## src/rtl/calc_pkg.sv

```systemverilog
// Shared definitions for the calculator result formatter: op codes, FSM states,
// the blank display code and leading-zero blanking helpers.
package calc_pkg;

  typedef enum logic [1:0] {
    OP_ADD = 2'b00,
    OP_SUB = 2'b01,
    OP_MUL = 2'b10,
    OP_DIV = 2'b11
  } calc_op_e;

  typedef enum logic [1:0] {
    FMT_IDLE = 2'd0,
    FMT_CONV = 2'd1,
    FMT_DONE = 2'd2
  } fmt_state_e;

  localparam logic [3:0] BCD_BLANK  = 4'hF;
  localparam int         BCD_DIGITS = 3;
  localparam int         MAG_W      = 8;

  // The ones digit is always shown; only zero digits above the first
  // non-zero one are replaced by the blank code.
  function automatic logic [11:0] blank_digits(input logic [11:0] d);
    logic [11:0] r;
    r = d;
    if (d[11:8] == 4'd0) begin
      r[11:8] = BCD_BLANK;
      if (d[7:4] == 4'd0) begin
        r[7:4] = BCD_BLANK;
      end
    end
    return r;
  endfunction

  function automatic logic [7:0] blank_rem(input logic [7:0] d);
    logic [7:0] r;
    r = d;
    if (d[7:4] == 4'd0) begin
      r[7:4] = BCD_BLANK;
    end
    return r;
  endfunction

endpackage

```

## src/rtl/bcd_add3.sv

```systemverilog
// Double-dabble nibble correction: digits of 5 or more get +3 before the shift
// so that the doubled value carries correctly into the next BCD digit.
module bcd_add3 (
  input  logic [3:0] nib_i,
  output logic [3:0] nib_o
);

  assign nib_o = (nib_i >= 4'd5) ? (nib_i + 4'd3) : nib_i;

endmodule

```

## src/rtl/calc_result_formatter.sv

```systemverilog
// Sequential binary-to-BCD formatter for ALU results (add/sub/mul/div).
// Optional build macro CALC_FMT_BLANK_EN: blank leading zero digits with 4'hF.
//
// Handshakes: a word transfers on in_valid & in_ready at a rising edge, and the
// formatted outputs transfer on out_valid & out_ready; each valid, once raised,
// stays high with stable data until its ready is seen.
module calc_result_formatter
  import calc_pkg::*;
#(
  parameter int CONV_BITS = 8
) (
  input  logic        clk,
  input  logic        rst,
  input  logic        in_valid,
  output logic        in_ready,
  input  logic [1:0]  op,
  input  logic [7:0]  result,
  input  logic        status,
  output logic        out_valid,
  input  logic        out_ready,
  output logic [11:0] digits,
  output logic [7:0]  rem_digits,
  output logic        neg,
  output logic        err,
  output fmt_state_e  dbg_state
);

  localparam int SHIFT_W = 4 * BCD_DIGITS + CONV_BITS;

  fmt_state_e             state_q, state_d;
  logic [3:0]             cnt_q, cnt_d;
  logic [CONV_BITS-1:0]   bin_q, bin_d;
  logic [11:0]            bcd_q, bcd_d;
  logic                   neg_pend_q, neg_pend_d;
  logic                   err_pend_q, err_pend_d;
  logic [7:0]             rem_pend_q, rem_pend_d;
  logic                   in_ready_q, in_ready_d;
  logic                   out_valid_q, out_valid_d;
  logic [11:0]            digits_q, digits_d;
  logic [7:0]             rem_digits_q, rem_digits_d;
  logic                   neg_q, neg_d;
  logic                   err_q, err_d;

  logic [MAG_W-1:0]       ld_mag;
  logic                   ld_neg;
  logic                   ld_err;
  logic [7:0]             ld_rem;
  logic [11:0]            bcd_adj;
  logic [SHIFT_W-1:0]     shift_w;
  logic [11:0]            bcd_shift;
  logic [CONV_BITS-1:0]   bin_shift;
  logic [11:0]            digits_fmt;
  logic [7:0]             rem_fmt;

  // Interpret the ALU word at accept time; nothing from the inputs is used later.
  always_comb begin
    ld_mag = '0;
    ld_neg = 1'b0;
    ld_err = 1'b0;
    ld_rem = '0;
    case (calc_op_e'(op))
      OP_ADD: begin
        ld_mag = status ? (8'd10 + {4'd0, result[3:0]}) : {4'd0, result[3:0]};
      end
      OP_SUB: begin
        if (result[7]) begin
          ld_mag = (~result + 8'd1) & 8'h1F;
          ld_neg = 1'b1;
        end else begin
          ld_mag = {3'd0, result[4:0]};
        end
      end
      OP_MUL: begin
        ld_mag = result;
      end
      OP_DIV: begin
        if (status) begin
          ld_err = 1'b1;
        end else begin
          ld_mag = {4'd0, result[3:0]};
          ld_rem = (result[7:4] >= 4'd10) ? {4'd1, result[7:4] - 4'd10}
                                          : {4'd0, result[7:4]};
        end
      end
      default: ;
    endcase
  end

  for (genvar g = 0; g < BCD_DIGITS; g++) begin : g_add3
    bcd_add3 u_add3 (
      .nib_i (bcd_q[4*g +: 4]),
      .nib_o (bcd_adj[4*g +: 4])
    );
  end

  assign shift_w   = {bcd_adj, bin_q} << 1;
  assign bcd_shift = shift_w[SHIFT_W-1 -: 12];
  assign bin_shift = shift_w[CONV_BITS-1:0];

`ifdef CALC_FMT_BLANK_EN
  assign digits_fmt = blank_digits(bcd_shift);
  assign rem_fmt    = blank_rem(rem_pend_q);
`else
  assign digits_fmt = bcd_shift;
  assign rem_fmt    = rem_pend_q;
`endif

  always_comb begin
    state_d      = state_q;
    cnt_d        = cnt_q;
    bin_d        = bin_q;
    bcd_d        = bcd_q;
    neg_pend_d   = neg_pend_q;
    err_pend_d   = err_pend_q;
    rem_pend_d   = rem_pend_q;
    in_ready_d   = in_ready_q;
    out_valid_d  = out_valid_q;
    digits_d     = digits_q;
    rem_digits_d = rem_digits_q;
    neg_d        = neg_q;
    err_d        = err_q;
    case (state_q)
      FMT_IDLE: begin
        if (in_valid) begin
          state_d    = FMT_CONV;
          cnt_d      = 4'd0;
          bin_d      = CONV_BITS'(ld_mag);
          bcd_d      = '0;
          neg_pend_d = ld_neg;
          err_pend_d = ld_err;
          rem_pend_d = ld_rem;
          in_ready_d = 1'b0;
        end
      end
      FMT_CONV: begin
        bcd_d = bcd_shift;
        bin_d = bin_shift;
        cnt_d = cnt_q + 4'd1;
        // The final shift result goes straight to the outputs on this edge.
        if (cnt_q == 4'(CONV_BITS - 1)) begin
          state_d      = FMT_DONE;
          cnt_d        = 4'd0;
          out_valid_d  = 1'b1;
          digits_d     = digits_fmt;
          rem_digits_d = rem_fmt;
          neg_d        = neg_pend_q;
          err_d        = err_pend_q;
        end
      end
      FMT_DONE: begin
        if (out_ready) begin
          state_d     = FMT_IDLE;
          out_valid_d = 1'b0;
          in_ready_d  = 1'b1;
        end
      end
      default: begin
        state_d     = FMT_IDLE;
        out_valid_d = 1'b0;
        in_ready_d  = 1'b1;
      end
    endcase
  end

  always_ff @(posedge clk) begin
    if (rst) begin
      state_q      <= FMT_IDLE;
      cnt_q        <= 4'd0;
      bin_q        <= '0;
      bcd_q        <= '0;
      neg_pend_q   <= 1'b0;
      err_pend_q   <= 1'b0;
      rem_pend_q   <= '0;
      in_ready_q   <= 1'b1;
      out_valid_q  <= 1'b0;
      digits_q     <= '0;
      rem_digits_q <= '0;
      neg_q        <= 1'b0;
      err_q        <= 1'b0;
    end else begin
      state_q      <= state_d;
      cnt_q        <= cnt_d;
      bin_q        <= bin_d;
      bcd_q        <= bcd_d;
      neg_pend_q   <= neg_pend_d;
      err_pend_q   <= err_pend_d;
      rem_pend_q   <= rem_pend_d;
      in_ready_q   <= in_ready_d;
      out_valid_q  <= out_valid_d;
      digits_q     <= digits_d;
      rem_digits_q <= rem_digits_d;
      neg_q        <= neg_d;
      err_q        <= err_d;
    end
  end

  assign in_ready   = in_ready_q;
  assign out_valid  = out_valid_q;
  assign digits     = digits_q;
  assign rem_digits = rem_digits_q;
  assign neg        = neg_q;
  assign err        = err_q;
  assign dbg_state  = state_q;

endmodule
```

## config.mk

```make
export PLATFORM = sky130hd
export DESIGN_NAME = calc_result_formatter
export DESIGN_NICKNAME = d
export VERILOG_FILES = /design/src/rtl/calc_pkg.sv /design/src/rtl/bcd_add3.sv /design/src/rtl/calc_result_formatter.sv
export SDC_FILE = /design/constraint.sdc
export NUM_CORES = 1
export LEC_CHECK = 0
export CAP_MARGIN = 30
export CORE_ASPECT_RATIO = 1.25
export CORE_MARGIN = 2
export CORE_UTILIZATION = 40
export DETAILED_ROUTE_END_ITERATION = 10
export HOLD_SLACK_MARGIN = 0.12
export RECOVER_POWER = 100
export SYNTH_ARGS = -nofsm -noshare
export SYNTH_HDL_FRONTEND = slang
export SYNTH_SLANG_ARGS = --single-unit
```

## constraint.sdc

```tcl
create_clock -name clk -period 1.6 [get_ports clk]
set_input_delay 0.32 -clock clk [delete_from_list [all_inputs] [get_ports clk]]
set_output_delay 0.32 -clock clk [all_outputs]
set_load 0.02 [all_outputs]
```

* Word level (Yosys, flattened, before mapping)
Cells that the tools add are included.
Operators by class: bitwise gates (word level) 3, $lt $le $gt $ge 4, add/subtract/negate cells 7, muxes and demuxes 31, reduce and logical (&&, ||, !) cells 9, equal/unequal tests 9
Operators with widths (count):
- one-hot mux 8 bit (4 select lines) | 1
- two-way mux 5 bit | 5
- one-hot mux 12 bit (2 select lines) | 1
- two-way mux 4 bit | 5
- one-hot mux 8 bit (2 select lines) | 1
- >= comparator 4 x 3 -> 1 bit (second input constant) | 3
- two-way mux 12 bit | 1
- AND reduction 3 bit | 3
- adder 4 x 2 -> 4 bit (second input constant) | 2
- two-way mux 1 bit | 8
- two-way mux 8 bit | 1
- one-hot mux 4 bit (2 select lines) | 1
- equality test 2 bit (second input constant) | 3
- two-way mux 2 bit | 3
- != test 2 bit (second input constant) | 3
- one-hot mux 1 bit (3 select lines) | 2
- one-hot mux 2 bit (3 select lines) | 1
- AND reduction 2 bit | 3
- adder 4 x 4 -> 5 bit (first input constant) | 1
- adder 5 x 1 -> 5 bit (second input constant) | 1
- NOT 5 bit | 1
- adder 4 x 1 -> 4 bit (second input constant) | 1
- equality test 2 x 1 -> 1 bit (second input constant) | 2
- equality test 4 x 3 -> 1 bit (second input constant) | 1
- 7 further kinds | 9
Word-level totals: word-level logic and storage cells 76, register bits 60, input bits 15

* Longest topological paths before layout
Gate-level depths: netlist (run 1).
depth after elaboration 6, gate-level depth with buffers 7, gate-level depth less buffers 6

* Hierarchy
A second synthesis (run 1) with hierarchy kept.
Second synthesis, totals: cell total of the unflattened synthesis 352, area, all modules 2746.4 um^2
By module, submodules not included:
- calc_result_formatter | area an instance 2442.3 um^2, seq. area each 1081.0 um^2, cells an instance 304, instances 1
- bcd_add3 | area an instance 101.3 um^2, seq. area each 0.0 um^2, cells an instance 16, instances 3

* Worst setup path after synthesis (run 1)
No wires, ideal clock.
kind register to register, from reg state_q[1], in the netlist dbg_state[1], to reg rem_pend_q[2], in the netlist rem_fmt[2], data required time 1.472 ns, arrival time 1.436 ns, slack 0.036 ns, setup time 0.128 ns, path buffers 3, stages on the path, launching flop included 7, cell sequence dfxtp_1 > or3b_1 > buf_6 > buf_6 > buf_2 > a22oi_1 > nor2_1
On the way: cells in the longest elaborated chain, start to end 2
RTL lines:
- start: declaration | line calc_result_formatter.sv:30 | fmt_state_e state_q, state_d;
- start signal: assignment | line calc_result_formatter.sv:181 | state_q <= state_d;
- zero test 2 bit | line calc_result_formatter.sv:122 | case (state_q)
- AND reduction 2 bit (no line)
- end signal: assignment | line calc_result_formatter.sv:187 | rem_pend_q <= rem_pend_d;
- end: declaration | line calc_result_formatter.sv:36 | logic [7:0] rem_pend_q, rem_pend_d;
Every way passes these cells. A chain may end at the register's enable or synchronous reset.

* Worst setup path after layout (run 1)
from reg digits_q[2], in the netlist digits[2], to out digits[2]
RTL lines:
- start: declaration | line calc_result_formatter.sv:39 | logic [11:0] digits_q, digits_d;
- start signal: assignment | line calc_result_formatter.sv:190 | digits_q <= digits_d;
- end: declaration | line calc_result_formatter.sv:21 | output logic [11:0] digits,
No word-level cell between the ends.

==> run summary, run 1 <==
Pre-Repair DR Iteration Count = 4
Initial Util = 0.411
die area = 0.00743 mm²
Tot GR Track Use = 0.183
Final nets = 421
sequential cell area fraction in the yosys report = 0.400
Critical Path Start = digits[2]$_SDFFE_PP0P_
final wirelength = 6690 µm
worst-path maximum fanout = 2
Pleak = 1.30 nW
Final ANT Viol Nets = 0
CTS Hold Bufs = 0
GRT overflow = 0
most frequent cell after synthesis = dfxtp_1
Yosys warning total = 0
top post-synthesis cells by area = dfxtp_1 40%, a21oi_1 6.7%, ha_1 5.6%
data arrival time of the worst path = 1230 ps
Layout fillers = 673
WL/cell = 13.9 µm
largest net degree at the start of global routing = 18
Post-synth top cells = 54 x dfxtp_1, 37 x nand2_1, 36 x a21oi_1, 24 x nor2_1
Worst path slowest cell = clkdlybuf4s50_1
Layout area overhead = 27.0%
setup violators final = 0
number of max-cap violations = 0
CP delay by family, top = buffers and inverters
port buffer count = 37
Min-Delay Path Depth = 4
vias in the first global route = 2476
Post-DP HPWL = 4790 µm
DRC viols = 0
Post-CTS Setup Bufs = 0
Critical Path Start Type = register
Final Hold Viols = 0
clock period minus worst slack = 1550 ps
HP Start = result[0]
Starting DRT DRC Count = 77
I/O Pins = 41
die width = 77.5 µm
routability congestion estimate = 0.854
Worst path max stage delay = 600 ps
CTS tree = built
nature of the critical path endpoint = output port
antenna cells = 0
Final Core Density = 0.523
Synth cell types = 49
Fmax = 0.645 GHz
R2R depth = 6
flops & latches, synth = 54
via/cell ratio = 5.32
worst-path cell chain = clkdlybuf4s50_1
kind of critical path = reg2out
Core Rows = 33
Period Utilization, post-route = 0.969
Max VDD drop = 0.000326 V
Avg Inst Size Synth = 8.19 µm²
r2r startpoint = dbg_state[0]$_SDFFE_PP0P_
initial antenna violation count = 0
Slew Limit Fails = 0
post-synth top area share = 0.400
RSZ-0062 raised after global routing = true
clk root buf = clkbuf_8
dominant synthesized flop cell = dfxtp_1
H-tree lvl count = 2
Yosys top cell by area = dfxtp_1
ys async rst share = 0
clock-pin slew on the worst setup and hold paths = 90 ps
via count = 2563
Worst path depth = 1
CTS buffer count = 5
Buf+Inv Stages, Crit Path = 1
status = completed
EDFF count, synth = 0
Clock Path Buffers = 2
total core area = 0.00657 mm²
Clock Sinks = 54
Die Span Y = 95.9 µm
final worst clock skew = 9.55 ps
Mapped Area = 0.00270 mm²
placed cells = 474
power density cells = 733 mW/mm²
post-route insts no fill = 482
first-pass GRT wire length = 11000 µm
Clk Latency, worst-skew pair = 310 ps
Syn Inst Count = 330
Hold Crit Class = in2reg
Worst Path Required = 1280 ps
share of layout cells above drive strength 1 = 0.159
[sequential cells by signal, indices dropped and copies added, names as in the netlist]
name	flops
bin_q	8
neg_pend_q	1
in_ready	1
out_valid	1
rem_digits	5
err	1
rem_fmt	5
bcd_q	12
cnt_q	4
dbg_state	2
err_pend_q	1
digits	12
neg	1
[path summary, 6_finish.rpt]
kind / endpoint / slack, ps
worst max-delay path: digits[2] / 50
worst min-delay path: bin_q[0]$_SDFFE_PP0P_ / 390
worst max register to register: cnt_q[3]$_SDFFE_PP0P_ / 80
worst min register to register: rem_digits[4]$_SDFFE_PP0P_ / 460
[cell usage in the layout, fill, tap and decap left out, types with 3 or more instances in the layout]
cell,count
dfxtp_1,54
nand2_1,36
a21oi_1,34
buf_4,32
nor2_1,23
clkbuf_1,21
inv_1,17
o21ai_0,17
nor3_1,12
nand2b_1,11
ha_1,11
clkdlybuf4s50_1,11
o211ai_1,8
nand3b_1,7
nor2b_1,6
nand3_1,6
clkbuf_8,6
or3_1,4
a222oi_1,4
a22oi_1,4
dlygate4sd2_1,4
clkbuf_2,4
a211o_1,3
xnor2_1,3
nor3b_1,3
a211oi_1,3
nand4b_1,3
conb_1,3
buf_12,3
[area by class of cell]
| type | instances | area, µm² | area share |
|---|---|---|---|
| clock buffer | 7 | 86.3 | 0.0252 |
| clock inverter | 1 | 5.00 | 0.00146 |
| sequential | 54 | 1080 | 0.315 |
| tap | 87 | 109 | 0.0317 |
| timing repair buffer | 78 | 582 | 0.170 |
| multi-input combinational | 238 | 1500 | 0.438 |
| inverter | 17 | 63.8 | 0.0186 |
[where the power goes]
group	total, mW	internal [mW]	switching, mW	leakage, nW
clock network	0.784	0.350	0.433	0.0482
logic	0.353	0.165	0.188	0.814
registers	1.38	1.36	0.0137	0.437
[stage by stage]
step	cell area [µm²]	total power [mW]	setup TNS, ps	hold slack (ps)	setup slack (ps)
4_1_cts	3520	2.53	0	387	1.84
5_1_grt	3430	2.64	-5.25	404	-5.25
3_5_place_dp	3410	1.75	-5390	448	-461
6_report	3430	2.52	0	388	49.9
3_3_place_gp	3410	1.75	-5300	445	-427
2_1_floorplan	2710	1.59	0	432	36.4
[per-layer routing]
layer,vias to the layer above,GRT usage,part of all wire
met5,-,0,0
met2,54,0.351,0.52
met1,1203,0.199,0.43
met4,0,0.0878,0.022
met3,14,0.0206,0.024
li1,1292,-,-
[kinds of logic (layout without fill, tap and decap cells)]
family	count (synthesis)	count (layout)	synth area share
and+or+nand+nor	124	125	0.237
AOI/OAI and AO/OA	93	93	0.218
buffers and inverters	41	103	0.0709
other	1	3	0.00139
DFF	54	54	0.400
adders and majority gates	12	12	0.0556
xor gates and xnor gates	3	3	0.00973
muxes	2	2	0.00741
[timing repair]
item / CTS / global route
gates cloned: 0 / 1
pin swaps: 4 / 8
resized for setup: 11 / 31
endpoints found under the setup margin: 7 / 33
Power figures use the tool's default switching activity.
==> inputs of run 2 (changes only) <==
- CAP_MARGIN: 30 -> default
==> results of run 2 <==
Same layout as run 1: the final DEF is identical, and so are final timing and power.
